--- src/rtl/uart_pkg.sv ---
// uart_pkg: shared UART state encodings and default frame parameters.
// Used by uart_rx and uart_tx.
package uart_pkg;

  localparam int UART_NB_DATA = 8;
  localparam int UART_N_TICKS = 16;

  typedef logic [2:0] uart_state_t;

  localparam uart_state_t ST_IDLE   = 3'd0;
  localparam uart_state_t ST_START  = 3'd1;
  localparam uart_state_t ST_DATA   = 3'd2;
  localparam uart_state_t ST_PARITY = 3'd3;
  localparam uart_state_t ST_STOP   = 3'd4;

endpackage

--- src/rtl/sync_2ff.sv ---
// sync_2ff: two-flop synchroniser for an asynchronous 1-bit input.
// RST_VAL sets the value both flops take on reset.
module sync_2ff #(
  parameter logic RST_VAL = 1'b0
) (
  input  logic i_clk,
  input  logic i_reset,
  input  logic i_d,
  output logic o_q
);

  logic meta;

  // first flop may go metastable; second gives a settled copy
  always_ff @(posedge i_clk or posedge i_reset) begin
    if (i_reset) begin
      meta <= RST_VAL;
      o_q  <= RST_VAL;
    end else begin
      meta <= i_d;
      o_q  <= meta;
    end
  end

endmodule

--- src/rtl/uart_rx.sv ---
// uart_rx: oversampling UART receiver, 8N1 frames by default.
// Define UART_RX_PARITY_EN to add an even-parity bit before stop.
module uart_rx
  import uart_pkg::*;
#(
  parameter int NB_DATA = UART_NB_DATA,
  parameter int N_TICKS = UART_N_TICKS
) (
  input  logic               i_clk,
  input  logic               i_reset,
  input  logic               i_tick,
  input  logic               i_rx,
  output logic               o_rx_done,
  output logic [NB_DATA-1:0] o_data,
  output logic               o_frame_err,
  output logic               o_parity_err
);

  localparam int TW = $clog2(N_TICKS);
  localparam int BW = $clog2(NB_DATA);

  localparam logic [TW-1:0] TICK_MID = TW'(N_TICKS / 2 - 1);
  localparam logic [TW-1:0] TICK_END = TW'(N_TICKS - 1);
  localparam logic [BW-1:0] BIT_END  = BW'(NB_DATA - 1);

  logic               rx_s;
  uart_state_t        state;
  logic [TW-1:0]      tick_cnt;
  logic [BW-1:0]      bit_cnt;
  logic [NB_DATA-1:0] shift;
  logic               stop_hit;
  logic               mid_hit;
  logic               end_hit;

  sync_2ff #(
    .RST_VAL (1'b1)
  ) u_sync (
    .i_clk   (i_clk),
    .i_reset (i_reset),
    .i_d     (i_rx),
    .o_q     (rx_s)
  );

  assign mid_hit  = i_tick && (tick_cnt == TICK_MID);
  assign end_hit  = i_tick && (tick_cnt == TICK_END);
  assign stop_hit = (state == ST_STOP) && end_hit;

`ifdef UART_RX_PARITY_EN
  logic par_bad;
  logic par_err;

  // even-parity check, sampled mid parity bit
  always_ff @(posedge i_clk or posedge i_reset) begin
    if (i_reset) begin
      par_bad <= 1'b0;
    end else if ((state == ST_PARITY) && end_hit) begin
      par_bad <= rx_s ^ (^shift);
    end
  end

  // parity flag registered alongside the byte
  always_ff @(posedge i_clk or posedge i_reset) begin
    if (i_reset) begin
      par_err <= 1'b0;
    end else if (stop_hit) begin
      par_err <= par_bad;
    end
  end

  assign o_parity_err = par_err;
`else
  assign o_parity_err = 1'b0;
`endif

  // frame FSM: start qualify, mid-bit sampling, bit counting
  always_ff @(posedge i_clk or posedge i_reset) begin
    if (i_reset) begin
      state    <= ST_IDLE;
      tick_cnt <= '0;
      bit_cnt  <= '0;
      shift    <= '0;
    end else begin
      unique case (state)
        ST_IDLE: begin
          if (!rx_s) begin
            state    <= ST_START;
            tick_cnt <= '0;
          end
        end
        ST_START: begin
          if (mid_hit) begin
            tick_cnt <= '0;
            bit_cnt  <= '0;
            state    <= rx_s ? ST_IDLE : ST_DATA;
          end else if (i_tick) begin
            tick_cnt <= tick_cnt + 1'b1;
          end
        end
        ST_DATA: begin
          if (end_hit) begin
            tick_cnt <= '0;
            shift    <= {rx_s, shift[NB_DATA-1:1]};
            if (bit_cnt == BIT_END) begin
`ifdef UART_RX_PARITY_EN
              state <= ST_PARITY;
`else
              state <= ST_STOP;
`endif
            end else begin
              bit_cnt <= bit_cnt + 1'b1;
            end
          end else if (i_tick) begin
            tick_cnt <= tick_cnt + 1'b1;
          end
        end
`ifdef UART_RX_PARITY_EN
        ST_PARITY: begin
          if (end_hit) begin
            tick_cnt <= '0;
            state    <= ST_STOP;
          end else if (i_tick) begin
            tick_cnt <= tick_cnt + 1'b1;
          end
        end
`endif
        ST_STOP: begin
          if (end_hit) begin
            tick_cnt <= '0;
            state    <= ST_IDLE;
          end else if (i_tick) begin
            tick_cnt <= tick_cnt + 1'b1;
          end
        end
        default: begin
          state    <= ST_IDLE;
          tick_cnt <= '0;
        end
      endcase
    end
  end

  // deliver byte and stop-bit status with a one-cycle strobe
  always_ff @(posedge i_clk or posedge i_reset) begin
    if (i_reset) begin
      o_rx_done   <= 1'b0;
      o_data      <= '0;
      o_frame_err <= 1'b0;
    end else begin
      o_rx_done <= stop_hit;
      if (stop_hit) begin
        o_data      <= shift;
        o_frame_err <= ~rx_s;
      end
    end
  end

endmodule

--- config.mk ---
export PLATFORM = sky130hd
export DESIGN_NAME = uart_rx
export DESIGN_NICKNAME = d
export VERILOG_FILES = /design/src/rtl/uart_pkg.sv /design/src/rtl/sync_2ff.sv /design/src/rtl/uart_rx.sv
export SDC_FILE = /design/constraint.sdc
export NUM_CORES = 1
export LEC_CHECK = 0
export BUFFER_PORTS_ARGS = -buffer_cell sky130_fd_sc_hd__buf_2
export CORE_MARGIN = 2
export CORE_UTILIZATION = 50
export CTS_BUF_LIST = sky130_fd_sc_hd__clkbuf_8
export DETAILED_ROUTE_END_ITERATION = 10
export PLACE_DENSITY = 0.66
export SLEW_MARGIN = 10
export SYNTH_ARGS = -nofsm -noshare
export SYNTH_HDL_FRONTEND = slang
export SYNTH_SLANG_ARGS = --single-unit
export TNS_END_PERCENT = 50
--- constraint.sdc ---
create_clock -name i_clk -period 2.63 [get_ports i_clk]
set_input_delay 0.1315 -clock i_clk [delete_from_list [all_inputs] [get_ports i_clk]]
set_output_delay 0.1315 -clock i_clk [all_outputs]
set_load 0.01 [all_outputs]
* After elaboration in Yosys (flattened, before gate mapping)
Cells that the tools add are included.
** Storage, ports and cells
- Register bits after elaboration :: 30
- Bits of input ports :: 4
- Output and inout bits :: 11
- Word-level logic and storage cells :: 49
** Operators by class
- $add $sub $neg :: 2
- Equality and inequality tests :: 12
- Muxes and demuxes :: 16
- Bitwise logic cells :: 1
- Reduce and logical (&&, ||, !) cells :: 9
** Operators by type and width (number)
- $mux 3 :: 8
- $mux 4 :: 4
- $ne 2x2->1 const B :: 6
- $pmux 3 s4 :: 1
- $pmux 4 s3 :: 1
- $eq 3x3->1 const B :: 2
- $pmux 3 s2 :: 1
- $reduce_and 5->1 :: 1
- $add 4x1->4 const B :: 1
- $eq 4x3->1 const B :: 1
- $eq 4x4->1 const B :: 1
- $reduce_and 4->1 :: 1
- $add 3x1->3 const B :: 1
- $eq 3x1->1 const B :: 1
- $eq 3x2->1 const B :: 1
- $logic_and 1x1->1 :: 3
- $logic_not 3->1 :: 1
- $mux 2 :: 1
- $reduce_and 2->1 :: 1
- $reduce_bool 2->1 :: 1
- $reduce_or 2->1 :: 1
- $not 1->1 :: 1

* Logic depth before layout (Yosys ltp)
- Depth after elaboration :: 4
- Mapped depth :: 6
- Gate-level depth less buffers :: 6

* Hierarchy
Synthesis repeated with hierarchy kept, for this count alone.
** Second synthesis, totals
- Cells, all modules :: 110
- Area total of the unflattened synthesis :: 1418.9 um2
** By module, submodules not included
- uart_rx :: instances 1, cells an instance 107, area each 1362.6 um2, seq. area each 700.7 um2
- sync_2ff :: instances 1, cells an instance 3, area each 56.3 um2, seq. area each 52.6 um2

* Worst setup path after synthesis
Ideal clock, no wire load.
- Path kind :: flip-flop to flip-flop
- Start point :: register bit_cnt[0]
- End point :: register bit_cnt[0]
- Setup time :: 0.125 ns
- Data arrival time :: 1.771 ns
- Data required time :: 2.505 ns
- Setup slack :: 0.734 ns
- Cell stages (with the launch flop) :: 7
- Buffers on the path :: 0
- Clock period less this slack :: 1.896 ns
- Path through :: dfrtp_1 > ha_1 > ha_1 > nor3b_1 > a21oi_1 > or4b_1 > mux2_2
** Between the ends
- Cells in the longest elaborated chain, start to end :: 4
- Elaborated cells on any way between the ends :: 7
- Classes of those cells :: add/sub: 1; eq/ne: 2; mux: 3; reduce/logical: 1
** Ends and longest elaborated chain
- from (decl) :: RTL line uart_rx.sv:29 : logic [BW-1:0] bit_cnt;
- from (signal assigned) :: RTL line uart_rx.sv:110 : bit_cnt <= bit_cnt + 1'b1;
- $add 3x1->3 :: RTL line uart_rx.sv:110
- $mux 3 :: RTL line uart_rx.sv:103 : if (bit_cnt == BIT_END) begin
- $mux 3 :: RTL line uart_rx.sv:100 : if (end_hit) begin
- $pmux 3 s2 :: RTL line uart_rx.sv:83 : unique case (state)
Parallel ways exist; a longest one is shown, timed or not. The select of a mux whose other input is x is not followed.
A chain may end at the register's enable or synchronous reset.

* Worst setup path in the final report
Same ends and word-level chain as after synthesis.

==> qor.yml <==
mostFrequentLayoutCells: "28 x dfrtp_1, 13 x buf_2, 11 x mux2_2, 7 x nand2_1, 7 x mux2_4"
coreArea_mm2: 0.00271
setup_viol_count_final: 0
skew_ns: 0.00665
cp_max_fo: 4
timing.rr.start: "bit_cnt[0]$_DFFE_PP0P_"
cts_root_buffer: "clkbuf_8"
port_buffers: 13
result_of_the_run: "finished, final reports clean"
cts-hold-fix-buffers: 1
cts_sinks: 30
post-route-cell-area_mm2: 0.00157
worst_r2r_path_depth: 6
setup_slack_of_the_worst_register_to_register_path_ns: 0.63
setup.worst_path.start_class: "flip-flop"
preCtsSetupSlack_ns: 0.633
dr.first_iter.drc_count: 9
dr_wl_met3_um: 75
cp-end-kind: "flip-flop"
worst_skew_pair.late_latency_ns: 0.28
layout.cells.most_common: "dfrtp_1"
antennaDiodeCount: 0
final.hold.worst_slack_ns: 0.113
tritoncts: "yes"
final_net_count: 130
critPathRequiredTime_ns: 2.79
post_cts_buffers: 0
routed_via_density: 5.50
floorplan.initialDensity_pct: 51.6
rows: 19
wirelength_met1_um: 1090
place_congestion: 0.789
synth_top_flop_cell: "dfrtp_1"
fmax_ghz: 0.500
die_height_um: 56.9
grt_pass1_wl_um: 3840
drt_wl_total_um: 2290
antenna_left: 0
cts_buffers: 5
drcViolationCount: 0
timing_worst_slew_pin_value_ns: 1.08
hp-class: "input pin to asynchronous set/reset pin"
syn_nets: 113
maxCapViolCount: 0
synth_warnings: 0
synth_top_cell_by_area: "dfrtp_1"
p_leak_nw: 0.818
placed_area_mm2: 0.00148
synth_top_area_share_pct: 50.1
yosysSeqAreaShare_pct: 53.8
die_width_um: 56.9
met2_wirelength_um: 1060
postSynth.asyncResetShare_pct: 100
routed_vias: 852
h-tree-depth: 2
grt_antenna_before_repair: 0
cp.arrival_ns: 2.16
unrepaired_setup_endpoints_after_global_routing: "false"
dieArea_mm2: 0.00324
hold_viol_final: 0
finish.cell_count_without_fillers: 155
remaining_max_slew_budget_at_the_tightest_pin_pct: 27.7
syn-cell-area_mm2: 0.00140
timing.final.ws_setup_ns: 0.630
fin_setup_tns_ns: 0
final_critical_period_ns: 2.00
ctsResizeCount: 0
syn-instance-count: 106
final_layout_size_suffix_gt1_share_pct: 37.9
placed_instances: 146
grt_remaining_overflow: 0
pin_count_of_the_biggest_net_entering_global_routing: 30
vdd_ir_drop_max_mv: 0.535
timing.final.max_slew_violations: 0
synth-edff-count: 0
pre_repair_dr_iteration_count: 4
flow.area_growth_from_synthesis_pct: 12.3
route.top_layer_used: "met4"
finalCoreUtilization_pct: 58.0
portion_of_the_clock_cycle_consumed_by_the_worst_path_in_the_final_layout_pct: 76.0
synth_cell_types: 36
yosys_register_bits: 30
io-pin-count: 15
path_clk_slew_ns: 0.06
critical_path.reg2reg.endpoint: "bit_cnt[0]$_DFFE_PP0P_"
timing.setup.critical_path_class: "flip-flop to flip-flop"
grt_pass1_vias: 837
hpwl_um: 1570
global_route.usage.total_pct: 16.1
power_per_cell_area_mw_per_mm2: 712
synthesis.area_per_instance_um2: 13.2
clockBufferDepth: 2
synth_area_leaders: "dfrtp_1 50%, mux2_2 8.9%, mux2_4 7.5%"
wl_per_cell_um: 14.8
overall_power_after_layout_mw: 1.12
==> cell type report <==
cell class,count,area (um2)
Multi-Input combinational cell,69,607
Clock buffer,5,68.8
Tap cell,31,38.8
Sequential cell,30,753
Clock inverter,3,13.8
Timing Repair Buffer,15,82.6
Fill cell,226,1140
Inverter,2,7.51
==> how the worst max path moves through the flow <==
stage	from	end	slack (ns)
final	bit_cnt[0]$_DFFE_PP0P_	bit_cnt[0]$_DFFE_PP0P_	0.63
after global routing	bit_cnt[0]$_DFFE_PP0P_	bit_cnt[0]$_DFFE_PP0P_	0.52
after CTS	bit_cnt[0]$_DFFE_PP0P_	bit_cnt[0]$_DFFE_PP0P_	0.62
after detailed placement	bit_cnt[0]$_DFFE_PP0P_	bit_cnt[0]$_DFFE_PP0P_	0.63
after global placement	bit_cnt[0]$_DFFE_PP0P_	bit_cnt[0]$_DFFE_PP0P_	0.69
after floorplan	bit_cnt[0]$_DFFE_PP0P_	bit_cnt[0]$_DFFE_PP0P_	0.73
==> synthesized netlist by cell type (2+ instances only) <==
master and number:
nor3b_1 2, nor2b_1 2, a21oi_1 3, nand2_1 7, dfstp_2 2, ha_1 3, inv_1 2, mux2_4 7
nand2b_1 3, nor2_1 4, xor2_1 2, o21ai_0 4, a22o_1 3, dfrtp_1 28, nor3_1 2, clkbuf_1 2
mux2_2 11
==> registers in the layout, summed over array words and instances, names as in the netlist <==
name         flops
u_sync.meta      1
o_frame_err      1
state            3
o_data           8
u_sync.o_q       1
o_rx_done        1
bit_cnt          3
tick_cnt         4
shift            8
==> where the power goes <==
group | switching (mW) | internal (mW) | total [mW] | leakage (nW)
logic | 0.0910 | 0.101 | 0.192 | 0.365
clock network | 0.163 | 0.179 | 0.342 | 0.0491
registers | 0.0824 | 0.503 | 0.585 | 0.404
total | 0.336 | 0.783 | 1.12 | 0.818
==> logic make-up after synthesis <==
logic type / share of synthesized area (%)
mux: 16.4
other cells: 0.268
flops: 53.8
fa+ha+maj: 2.68
compound gates: 7.69
buf+inv: 2.77
xor+xnor: 1.25
simple gates: 15.1
==> metal layers <==
layer | GRT usage, % | vias up
li1 | - | 416
met1 | 20.5 | 417
met2 | 24.3 | 12
met3 | 4.84 | 7
met4 | 8.97 | 0
met5 | 0 | -
==> worst max-delay path, stage by stage (launching register included) <==
cell     delay, ns
dfrtp_1       0.39
ha_1          0.20
ha_1          0.23
nor3b_1       0.18
a21oi_1       0.08
or4b_1        0.51
mux2_2        0.29
(Power assumes the default switching activity.)
